### src/rtl/temporal_pulse_encoder_pkg.sv
`default_nettype none
// ============================================================================
// Module   : stc_pkg
// Purpose  : Shared types and constants for the temporal pulse encoder.
// Revision : 1.0 - initial release
// ============================================================================
package stc_pkg;

   localparam int DEF_GAMMA_CYCLE_WIDTH = 16;
   localparam int DEF_PULSE_WIDTH       = 8;
   localparam int DEF_NUM_LANES         = 4;
   localparam int VAL_W                 = $clog2(DEF_GAMMA_CYCLE_WIDTH) + 1;

   typedef logic [VAL_W-1:0] time_t;

   localparam time_t TIME_INF = {1'b1, {(VAL_W-1){1'b0}}};

   typedef enum logic [0:0] {
      IDLE = 1'b0,
      RUN  = 1'b1
   } state_t;

   function automatic logic is_inf(input time_t t);
      return t[VAL_W-1];
   endfunction

endpackage
`default_nettype wire

### src/rtl/temporal_pulse_encoder_if.sv
`default_nettype none
// ============================================================================
// Module   : temporal_pulse_encoder_if
// Purpose  : Vector handshake and temporal output bundle of the pulse encoder.
// Revision : 1.0 - initial release
// ============================================================================
interface temporal_pulse_encoder_if #(
   parameter int NUM_LANES = 4,
   parameter int VAL_W     = 5
) ();

   logic                       in_valid;
   logic                       in_ready;
   logic [NUM_LANES*VAL_W-1:0] in_times;
   logic [NUM_LANES-1:0]       q;
   logic                       gamma_start;
   logic                       gamma_done;
   logic                       busy;

   modport master (
      output in_valid, in_times,
      input  in_ready, q, gamma_start, gamma_done, busy
   );

   modport slave (
      input  in_valid, in_times,
      output in_ready, q, gamma_start, gamma_done, busy
   );

endinterface
`default_nettype wire

### src/rtl/temporal_lane_pulse.sv
`default_nettype none
// ============================================================================
// Module   : temporal_lane_pulse
// Purpose  : One temporal output wire; high on ticks t..min(t+PW,G)-1 of a gamma.
// Revision : 1.0 - initial release
// ============================================================================
module temporal_lane_pulse #(
   parameter int GAMMA_CYCLE_WIDTH = 16,
   parameter int PULSE_WIDTH       = 8,
   parameter int VAL_W             = 5,
   parameter int TICK_W            = 4
) (
   input  wire logic              aclk,
   input  wire logic              grst,
   input  wire logic              active_nxt,
   input  wire logic [TICK_W-1:0] tick_nxt,
   input  wire logic [VAL_W-1:0]  t,
   output logic                   q
);

   localparam logic [VAL_W:0] c_GAMMA = (VAL_W+1)'(GAMMA_CYCLE_WIDTH);
   localparam logic [VAL_W:0] c_PW    = (VAL_W+1)'(PULSE_WIDTH);

   logic [VAL_W:0] w_t_ext;
   logic [VAL_W:0] w_tick_ext;
   logic [VAL_W:0] w_end_raw;
   logic [VAL_W:0] w_end;
   logic           w_silent;
   logic           w_hit;
   logic           r_q;

   // One extra bit keeps t+PULSE_WIDTH from wrapping before the clamp.
   assign w_t_ext    = {1'b0, t};
   assign w_tick_ext = {{(VAL_W+1-TICK_W){1'b0}}, tick_nxt};
   assign w_end_raw  = w_t_ext + c_PW;
   assign w_end      = (w_end_raw > c_GAMMA) ? c_GAMMA : w_end_raw;
   assign w_silent   = t[VAL_W-1] || (w_t_ext >= c_GAMMA);
   assign w_hit      = active_nxt && !w_silent &&
                       (w_tick_ext >= w_t_ext) && (w_tick_ext < w_end);

   always_ff @(posedge aclk or posedge grst) begin
      if (grst) begin
         r_q <= 1'b0;
      end else begin
         r_q <= w_hit;
      end
   end

   assign q = r_q;

endmodule
`default_nettype wire

### src/rtl/temporal_pulse_encoder.sv
`default_nettype none
// ============================================================================
// Module   : temporal_pulse_encoder
// Purpose  : Converts binary spike-time vectors into per-lane temporal pulses.
// Revision : 1.0 - initial release
// ============================================================================
module temporal_pulse_encoder
   import stc_pkg::*;
#(
   parameter int GAMMA_CYCLE_WIDTH = DEF_GAMMA_CYCLE_WIDTH,
   parameter int PULSE_WIDTH       = DEF_PULSE_WIDTH,
   parameter int NUM_LANES         = DEF_NUM_LANES
) (
   input wire logic                aclk,
   input wire logic                grst,
   temporal_pulse_encoder_if.slave bus
);

   localparam int c_VAL_W  = $clog2(GAMMA_CYCLE_WIDTH) + 1;
   localparam int c_TICK_W = $clog2(GAMMA_CYCLE_WIDTH);
   localparam logic [c_TICK_W-1:0] c_LAST = c_TICK_W'(GAMMA_CYCLE_WIDTH - 1);

   state_t                       r_state;
   state_t                       w_state_nxt;
   logic [c_TICK_W-1:0]          r_tick;
   logic [c_TICK_W-1:0]          w_tick_nxt;
   logic [NUM_LANES*c_VAL_W-1:0] r_times;
   logic [NUM_LANES*c_VAL_W-1:0] w_times_nxt;
   logic                         r_in_ready;
   logic                         r_busy;
   logic                         r_gamma_start;
   logic                         r_gamma_done;
   logic                         w_xfer;
   logic                         w_last;
   logic                         w_run_nxt;
   logic [NUM_LANES-1:0]         w_q;

   always_comb begin
      w_state_nxt = r_state;
      w_tick_nxt  = r_tick;
      w_times_nxt = r_times;
      w_xfer      = bus.in_valid && r_in_ready;
      w_last      = (r_state == RUN) && (r_tick == c_LAST);
      case (r_state)
         IDLE: begin
            if (w_xfer) begin
               w_state_nxt = RUN;
               w_tick_nxt  = '0;
               w_times_nxt = bus.in_times;
            end
         end
         RUN: begin
            if (!w_last) begin
               w_tick_nxt = r_tick + c_TICK_W'(1);
            end else if (w_xfer) begin
               w_tick_nxt  = '0;
               w_times_nxt = bus.in_times;
            end else begin
               w_state_nxt = IDLE;
               w_tick_nxt  = '0;
            end
         end
         default: begin
            w_state_nxt = IDLE;
            w_tick_nxt  = '0;
         end
      endcase
   end

   assign w_run_nxt = (w_state_nxt == RUN);

   // Status outputs are decoded from the next state so they line up with q.
   always_ff @(posedge aclk or posedge grst) begin
      if (grst) begin
         r_state       <= IDLE;
         r_tick        <= '0;
         r_times       <= '0;
         r_in_ready    <= 1'b1;
         r_busy        <= 1'b0;
         r_gamma_start <= 1'b0;
         r_gamma_done  <= 1'b0;
      end else begin
         r_state       <= w_state_nxt;
         r_tick        <= w_tick_nxt;
         r_times       <= w_times_nxt;
         r_in_ready    <= !w_run_nxt || (w_tick_nxt == c_LAST);
         r_busy        <= w_run_nxt;
         r_gamma_start <= w_run_nxt && (w_tick_nxt == '0);
         r_gamma_done  <= w_run_nxt && (w_tick_nxt == c_LAST);
      end
   end

   generate
      for (genvar i = 0; i < NUM_LANES; i++) begin : g_lane
         temporal_lane_pulse #(
            .GAMMA_CYCLE_WIDTH (GAMMA_CYCLE_WIDTH),
            .PULSE_WIDTH       (PULSE_WIDTH),
            .VAL_W             (c_VAL_W),
            .TICK_W            (c_TICK_W)
         ) u_lane (
            .aclk       (aclk),
            .grst       (grst),
            .active_nxt (w_run_nxt),
            .tick_nxt   (w_tick_nxt),
            .t          (w_times_nxt[i*c_VAL_W +: c_VAL_W]),
            .q          (w_q[i])
         );
      end
   endgenerate

   assign bus.in_ready    = r_in_ready;
   assign bus.busy        = r_busy;
   assign bus.gamma_start = r_gamma_start;
   assign bus.gamma_done  = r_gamma_done;
   assign bus.q           = w_q;

endmodule
`default_nettype wire

### src/flat_wrapper.sv
// flat-port wrapper written by rule: the top's interface ports become plain ports
module temporal_pulse_encoder_flat import stc_pkg::*;
#(
   parameter int GAMMA_CYCLE_WIDTH = DEF_GAMMA_CYCLE_WIDTH,
   parameter int PULSE_WIDTH       = DEF_PULSE_WIDTH,
   parameter int NUM_LANES         = DEF_NUM_LANES
)
  (aclk, grst, bus_in_valid, bus_in_times, bus_in_ready, bus_q, bus_gamma_start, bus_gamma_done, bus_busy);
  temporal_pulse_encoder_if #(.NUM_LANES(NUM_LANES), .VAL_W((5))) bus_i ();
  input wire logic aclk;
  input wire logic grst;
  input wire logic [$bits(bus_i.in_valid)-1:0] bus_in_valid;
  input wire logic [$bits(bus_i.in_times)-1:0] bus_in_times;
  output wire logic [$bits(bus_i.in_ready)-1:0] bus_in_ready;
  output wire logic [$bits(bus_i.q)-1:0] bus_q;
  output wire logic [$bits(bus_i.gamma_start)-1:0] bus_gamma_start;
  output wire logic [$bits(bus_i.gamma_done)-1:0] bus_gamma_done;
  output wire logic [$bits(bus_i.busy)-1:0] bus_busy;
  assign bus_i.in_valid = bus_in_valid;
  assign bus_i.in_times = bus_in_times;
  assign bus_in_ready = bus_i.in_ready;
  assign bus_q = bus_i.q;
  assign bus_gamma_start = bus_i.gamma_start;
  assign bus_gamma_done = bus_i.gamma_done;
  assign bus_busy = bus_i.busy;
  temporal_pulse_encoder #(.GAMMA_CYCLE_WIDTH(GAMMA_CYCLE_WIDTH), .PULSE_WIDTH(PULSE_WIDTH), .NUM_LANES(NUM_LANES)) u_core (.aclk(aclk), .grst(grst), .bus(bus_i));
endmodule
### config.mk
export PLATFORM = sky130hd
export DESIGN_NAME = temporal_pulse_encoder_flat
export DESIGN_NICKNAME = d
export VERILOG_FILES = /design/src/rtl/temporal_pulse_encoder_pkg.sv /design/src/rtl/temporal_pulse_encoder_if.sv /design/src/rtl/temporal_lane_pulse.sv /design/src/rtl/temporal_pulse_encoder.sv /design/src/flat_wrapper.sv
export SDC_FILE = /design/constraint.sdc
export NUM_CORES = 1
export LEC_CHECK = 0
export BUFFER_PORTS_ARGS = -buffer_cell sky130_fd_sc_hd__buf_2
export CAP_MARGIN = 30
export CORE_UTILIZATION = 55
export DETAILED_ROUTE_END_ITERATION = 7
export MAX_ROUTING_LAYER = met4
export PLACE_DENSITY = 0.88
export SETUP_SLACK_MARGIN = 0.05
export SYNTH_ARGS = -nofsm -noshare
export SYNTH_HDL_FRONTEND = slang
export SYNTH_SLANG_ARGS = --single-unit
### constraint.sdc
create_clock -name aclk -period 3.8 [get_ports aclk]
set_input_delay 0.57 -clock aclk [delete_from_list [all_inputs] [get_ports aclk]]
set_output_delay 0.57 -clock aclk [all_outputs]
set_load 0.005 [all_outputs]
==> impl_metrics.toml, run 1 <==
[clocking]
clkSinkCount = 32
clk_pin_slew_ps = 70
hold_buffers = 0
clockRootBuffer = "clkbuf_8"
htree_levels = 2
clock_path_buffers = 2
cts_buffers = 5
post-cts-setup-buffer-count = 0
cts_tree = "yes"
cts_resized = 0
clock_latency_ps = 280

[worst_setup_path]
worstSetupStartpoint = "u_core.r_tick[0]$_DFF_PP0_"
required_ps = 3990
worstPathArrival_ps = 3630
crit_end = "u_core.g_lane[3].u_lane.q$_DFF_PP0_"
r2r_cells = 15
worstPathMaxFanout = 10
r2r_slack_ps = 360
crit_path_end_kind = "flip-flop"
worstReg2RegEnd = "u_core.g_lane[3].u_lane.q$_DFF_PP0_"
r2r-start = "u_core.r_tick[0]$_DFF_PP0_"
start_kind = "flip-flop"
worstSetupPathType = "reg -> reg"

[floorplan]
start_util_pct = 58.1
fp.dieW_um = 64.7
io_pins = 31
fp.dieH_um = 64.7
core_um2 = 3720
placement_rows = 22
die_area_um2 = 4180

[yosys]
synth_seq_cells = 32
yosysUniqueCellTypes = 42
synth_flop_cell = "dfrtp_1"
synth_top_area_share_pct = 35.9
synth_area_per_cell_um2 = 10.3
yosys_warnings = 0
seq_area_frac_synth_pct = 37.1
synth_area_leaders = "dfrtp_1, ha_1, mux2_2"
synth_cells = 210
syn_area_um2 = 2160
synth_edf_count = 0
yosys.area.top_type = "dfrtp_1"
ys_top_cells_by_count = "ha_1, dfrtp_1, inv_1"
syn_nets = 265
synthArstFlopShare_pct = 100
yosysMostFrequentCell = "ha_1"

[grt]
track_usage_pct = 24.0
grt_pass1_vias = 1572
grt.overflow.total = 0
grt_max_degree = 22
grt_pass1_wl_um = 7280
grt_antenna_before_repair = 0

[cells_and_area]
diodes = 0
nNetsFinal = 301
drive_gt1_share_pct = 26.3
utilization_pct = 66.5
syn_to_final_growth_pct = 14.4

[detailed_routing]
wl_per_cell_um = 14.6
ant_nets = 0
drtPass1Iterations = 4
wirelength_um = 4300
vias_per_cell = 5.75
drt_iter0_drc = 99
via_count = 1695
drc = 0

[power_and_ir_drop]
finalPower_mw = 2.40
ir_drop_mv = 0.389
power_frac_seq_pct = 24.6
clockPowerShare_pct = 11.4
leakage_nw = 1.19
p_int_mw = 1.34
p_per_area_nw_per_um2 = 971
pwr-share-comb_pct = 64.0
swShare_pct = 44.3
p_sw_mw = 1.06

[run_status]
outcome = "completed"

[sta]
setup_viol = 0
finalCritPeriodShare_pct = 90.4
max_freq_ghz = 0.291
relSlewSlack_pct = 30.4
layout_setup_ws_ps = 363
slew_viol_final = 0
worst_slew_pin_slew_ps = 1040
rsz0062_at_grt = "no"
hold_slack_ps = 284
fin_tns_setup_ps = 0
fin_crit_ps = 3440
fin_skew_ps = 3.28
hold_viol = 0

[placed_design]
hpwlAfterDp_um = 3300
pre_cts_slack_ps = 411
port_buffers = 30
place.gp.congestion = 0.861

[worst_hold_path]
min_path_type = "in -> async"

[run]
drv_cap = 0
[power by group through the flow]
stage	Combinational (mW)	Sequential [mW]	Clock (mW)
3_3_place_gp	1.45	0.586	0
6_report	1.54	0.592	0.273
5_1_grt	1.75	0.607	0.295
3_5_place_dp	1.52	0.597	0
2_1_floorplan	1.20	0.567	0
4_1_cts	1.54	0.590	0.283
[logic make-up (layout without fill, tap and decap cells)]
family	Yosys count	after routing	share of synthesized area [%]
compound gates	38	38	12.6
fa+ha+maj	37	37	21.0
buf+inv	27	64	5.96
flops	32	32	37.1
mux	22	22	10.9
simple gates	54	54	12.5
[per-layer routing]
| metal | vias up | track usage [%] | part of all wire [%] |
|---|---|---|---|
| met2 | 35 | 38.3 | 50 |
| met4 | 0 | 10.3 | 1.8 |
| met1 | 826 | 28.4 | 44 |
| met5 | - | - | 0 |
| met3 | 7 | 6.51 | 4.5 |
| li1 | 827 | - | - |
[through the flow]
stage                     std cells  area, um2
after floorplan                 210       2160
after global placement          286       2350
after detailed placement        287       2380
after CTS                       295       2470
after global routing            295       2470
final                           295       2470
[registers in the layout, indices dropped and copies added (netlist names)]
name and flops:
u_core.g_lane.u_lane.q 4, u_core.bus.gamma_done 1, u_core.r_tick 4, u_core.r_times 20, u_core.bus.in_ready 1, u_core.r_state 1, u_core.bus.gamma_start 1
[placed cells by master, fill, tap and decap left out, types with 3 or more instances in the layout]
master    Yosys  layout
ha_1         32      32
dfrtp_1      31      31
buf_2         1      30
inv_1        20      20
nand2_1      14      14
mux2_2       12      12
mux2i_1      10      10
nor3_1       10      10
nor2_1       10      10
a21oi_1      10      10
clkbuf_8      0       6
nand2b_1      5       5
buf_4         5       5
o21ai_0       3       3
maj3_1        3       3
a31oi_1       3       3
or3_1         3       3
o21a_1        3       3
[layout make-up]
class / count / area [um2]
clock buffers: 8 / 90.1
fillers: 286 / 1240
inverters: 20 / 75.1
multi-input cells: 151 / 1230
flip-flops and latches: 32 / 802
well taps: 48 / 60.1
repair buffers: 36 / 215
[worst min path at each step]
stage / from / end / slack (ps) / cells past startpoint
finish: grst / u_core.r_times[6]$_DFF_PP0_ / 280 / 2
floorplan: u_core.r_times[1]$_DFF_PP0_ / u_core.r_times[1]$_DFF_PP0_ / 460 / 2
global placement: u_core.r_times[11]$_DFF_PP0_ / u_core.r_times[11]$_DFF_PP0_ / 490 / 2
CTS: grst / u_core.r_times[6]$_DFF_PP0_ / 290 / 2
global route: grst / u_core.r_times[6]$_DFF_PP0_ / 300 / 2
detailed placement: u_core.r_times[12]$_DFF_PP0_ / u_core.r_times[12]$_DFF_PP0_ / 490 / 2
[worst max-delay path: stages (launching register included)]
cell and delay, ps:
dfrtp_1 410, ha_1 260, nand3_2 140, a21oi_4 170
buf_4 210, mux2i_1 400, ha_1 330, nor2_1 90
a41oi_1 50, o21ai_0 200, nand2_1 110, ha_1 290
o21a_1 160, o211ai_1 180, a41oi_1 90, nor3_1 240
Power figures use the tool's default switching activity.
==> run 2: changes to the inputs <==
--- a/config.mk
+++ b/config.mk
@@ -7,10 +7,10 @@
 export LEC_CHECK = 0
 export BUFFER_PORTS_ARGS = -buffer_cell sky130_fd_sc_hd__buf_2
 export CAP_MARGIN = 30
-export CORE_UTILIZATION = 55
+export CORE_UTILIZATION = 45
 export DETAILED_ROUTE_END_ITERATION = 7
 export MAX_ROUTING_LAYER = met4
-export PLACE_DENSITY = 0.88
+export PLACE_DENSITY_LB_ADDON = 0.3
 export SETUP_SLACK_MARGIN = 0.05
 export SYNTH_ARGS = -nofsm -noshare
 export SYNTH_HDL_FRONTEND = slang
==> run 2 against run 1 <==
  * Sequential power shrank 1%
  * Largest cell class unchanged
  * Critical path type unchanged
  * The flow now finishes with violations (DRC)
  * Register-to-register slack improved by 50 ps
  * Combinational power about the same
  * Count of clock-buffer cells in the layout unchanged
  * Largest power group unchanged
  * Global-route usage fell by 4.9 points
  * Flip-flop and latch count stayed put
  * Cell count increased by 3.7%
  * Clock skew about the same
==> impl_metrics.toml, run 2 (synthesized netlist as in run 1, its figures left out) <==
[clocking]
cts_tree = "yes"
clock_path_buffers = 2
clk_pin_slew_ps = 60
clkSinkCount = 32
htree_levels = 2
cts_resized = 0
cts_buffers = 5
hold_buffers = 0
clockRootBuffer = "clkbuf_8"
clock_latency_ps = 280

[power_and_ir_drop]
pwr-share-comb_pct = 64.9
power_frac_seq_pct = 24.2
clockPowerShare_pct = 10.9
ir_drop_mv = 0.399
leakage_nw = 1.22
p_int_mw = 1.37
swShare_pct = 43.6
p_per_area_nw_per_um2 = 966
p_sw_mw = 1.06

[worst_setup_path]
worstPathArrival_ps = 3590
worstSetupPathType = "reg -> reg"
worstSetupStartpoint = "u_core.r_tick[0]$_DFF_PP0_"
r2r-start = "u_core.r_tick[0]$_DFF_PP0_"
r2r_slack_ps = 420
start_kind = "flip-flop"
worstPathMaxFanout = 5
crit_path_end_kind = "flip-flop"
required_ps = 4010

[cells_and_area]
largest_reg_flops = 20
diodes = 0
top_register = "u_core.r_times"
nNetsFinal = 308
syn_to_final_growth_pct = 16.2
mostFrequentLayoutCell = "ha_1"
layout_common_cells = "ha_1, dfrtp_1, buf_2"
drive_gt1_share_pct = 28.3

[grt]
track_usage_pct = 19.0
grt_max_degree = 33
grtUsageMet1_pct = 24.6
met3_usage_pct = 3.38
top_usage_layer = "met2"
use_met2_pct = 29.3
grt_pass1_vias = 1583
grt_antenna_before_repair = 0
grt_pass1_wl_um = 7250
grt.overflow.total = 0

[run_status]
outcome = "finished with violations"
violations = "DRC"

[detailed_routing]
ant_nets = 0
wl_per_cell_um = 14.0
drc = 1
vias_per_cell = 5.42
via_count = 1659
drtPass1Iterations = 6
drt_iter0_drc = 102
wirelength_um = 4280

[worst_hold_path]
min_path_type = "in -> async"

[floorplan]
start_util_pct = 48.3
placement_rows = 24
fp.dieW_um = 71.3
core_um2 = 4470
die_area_um2 = 5080
io_pins = 31
fp.dieH_um = 71.3

[placed_design]
hpwlAfterDp_um = 3180
place.gp.congestion = 0.829
port_buffers = 30

[sta]
finalCritPeriodShare_pct = 89.0
fin_skew_ps = 3.54
hold_viol = 0
rsz0062_at_grt = "no"
fin_crit_ps = 3380
worst_slew_pin_slew_ps = 676
setup_viol = 0
relSlewSlack_pct = 54.9
hold_slack_ps = 358
max_freq_ghz = 0.296
slew_viol_final = 0
fin_tns_setup_ps = 0

[run]
drv_cap = 0
## run 2: cell types whose count changed in the layout (fill, tap and decap cells not counted), sizes merged
cell  change
buf       +7
## run 2: repair_timing
item                                    CTS  global route
setup buffers                             0             5
endpoints found under the hold margin     0             0
endpoints found under the setup margin    0             2
## run 2: layout make-up
| type | instances | area (um2) |
|---|---|---|
| Sequential cell | 32 | 802 |
| Inverter | 20 | 75.1 |
| Timing Repair Buffer | 43 | 248 |
| Multi-Input combinational cell | 151 | 1230 |
| Fill cell | 388 | 1960 |
| Tap cell | 52 | 65.1 |
| Clock buffer | 8 | 90.1 |
## run 2: final timing paths
kind,endpoint,cells after the start
min,u_core.r_times[5]$_DFF_PP0_,3
min reg2reg,u_core.r_times[1]$_DFF_PP0_,2
max,u_core.g_lane[0].u_lane.q$_DFF_PP0_,13
max in group asynchronous,u_core.bus.in_ready$_DFF_PP1_,3
min in group aclk,u_core.r_times[1]$_DFF_PP0_,2
max reg2reg,u_core.g_lane[0].u_lane.q$_DFF_PP0_,13
## run 2: routing by layer
layer	vias up	wire [um]
met5	-	0
met4	0	84
met3	8	155
met2	35	2030
met1	776	2010
li1	840	-
## run 2: critical path, stage by stage, from the launching register on
cell and delay [ps]:
dfrtp_1 400, ha_1 250, nand3_2 130, a21oi_4 210, buf_4 190, mux2_2 370
inv_1 70, ha_1 250, or3_1 370, ha_1 190, a21oi_1 160, o221ai_1 150
or4_1 490, nor2_1 90
## run 2: power groups by stage
stage	Clock (mW)	Sequential, mW	Combinational [mW]
4_1_cts	0.273	0.587	1.56
5_1_grt	0.287	0.603	1.79
6_report	0.266	0.586	1.57
2_1_floorplan	0	0.567	1.20
3_5_place_dp	0	0.593	1.54
3_3_place_gp	0	0.591	1.50
## run 2: metrics by stage
step | total power [mW] | cell area, um2 | utilization (%) | instances | worst slack, ps
after detailed placement | 2.14 | 2380 | 53.2 | 293 | 278
final | 2.43 | 2510 | 56.1 | 306 | 418
after CTS | 2.42 | 2470 | 55.3 | 301 | 252
after global routing | 2.68 | 2510 | 56.1 | 306 | 218
after global placement | 2.09 | 2370 | 53.1 | 292 | 375
after floorplan | 1.76 | 2160 | - | 210 | 434
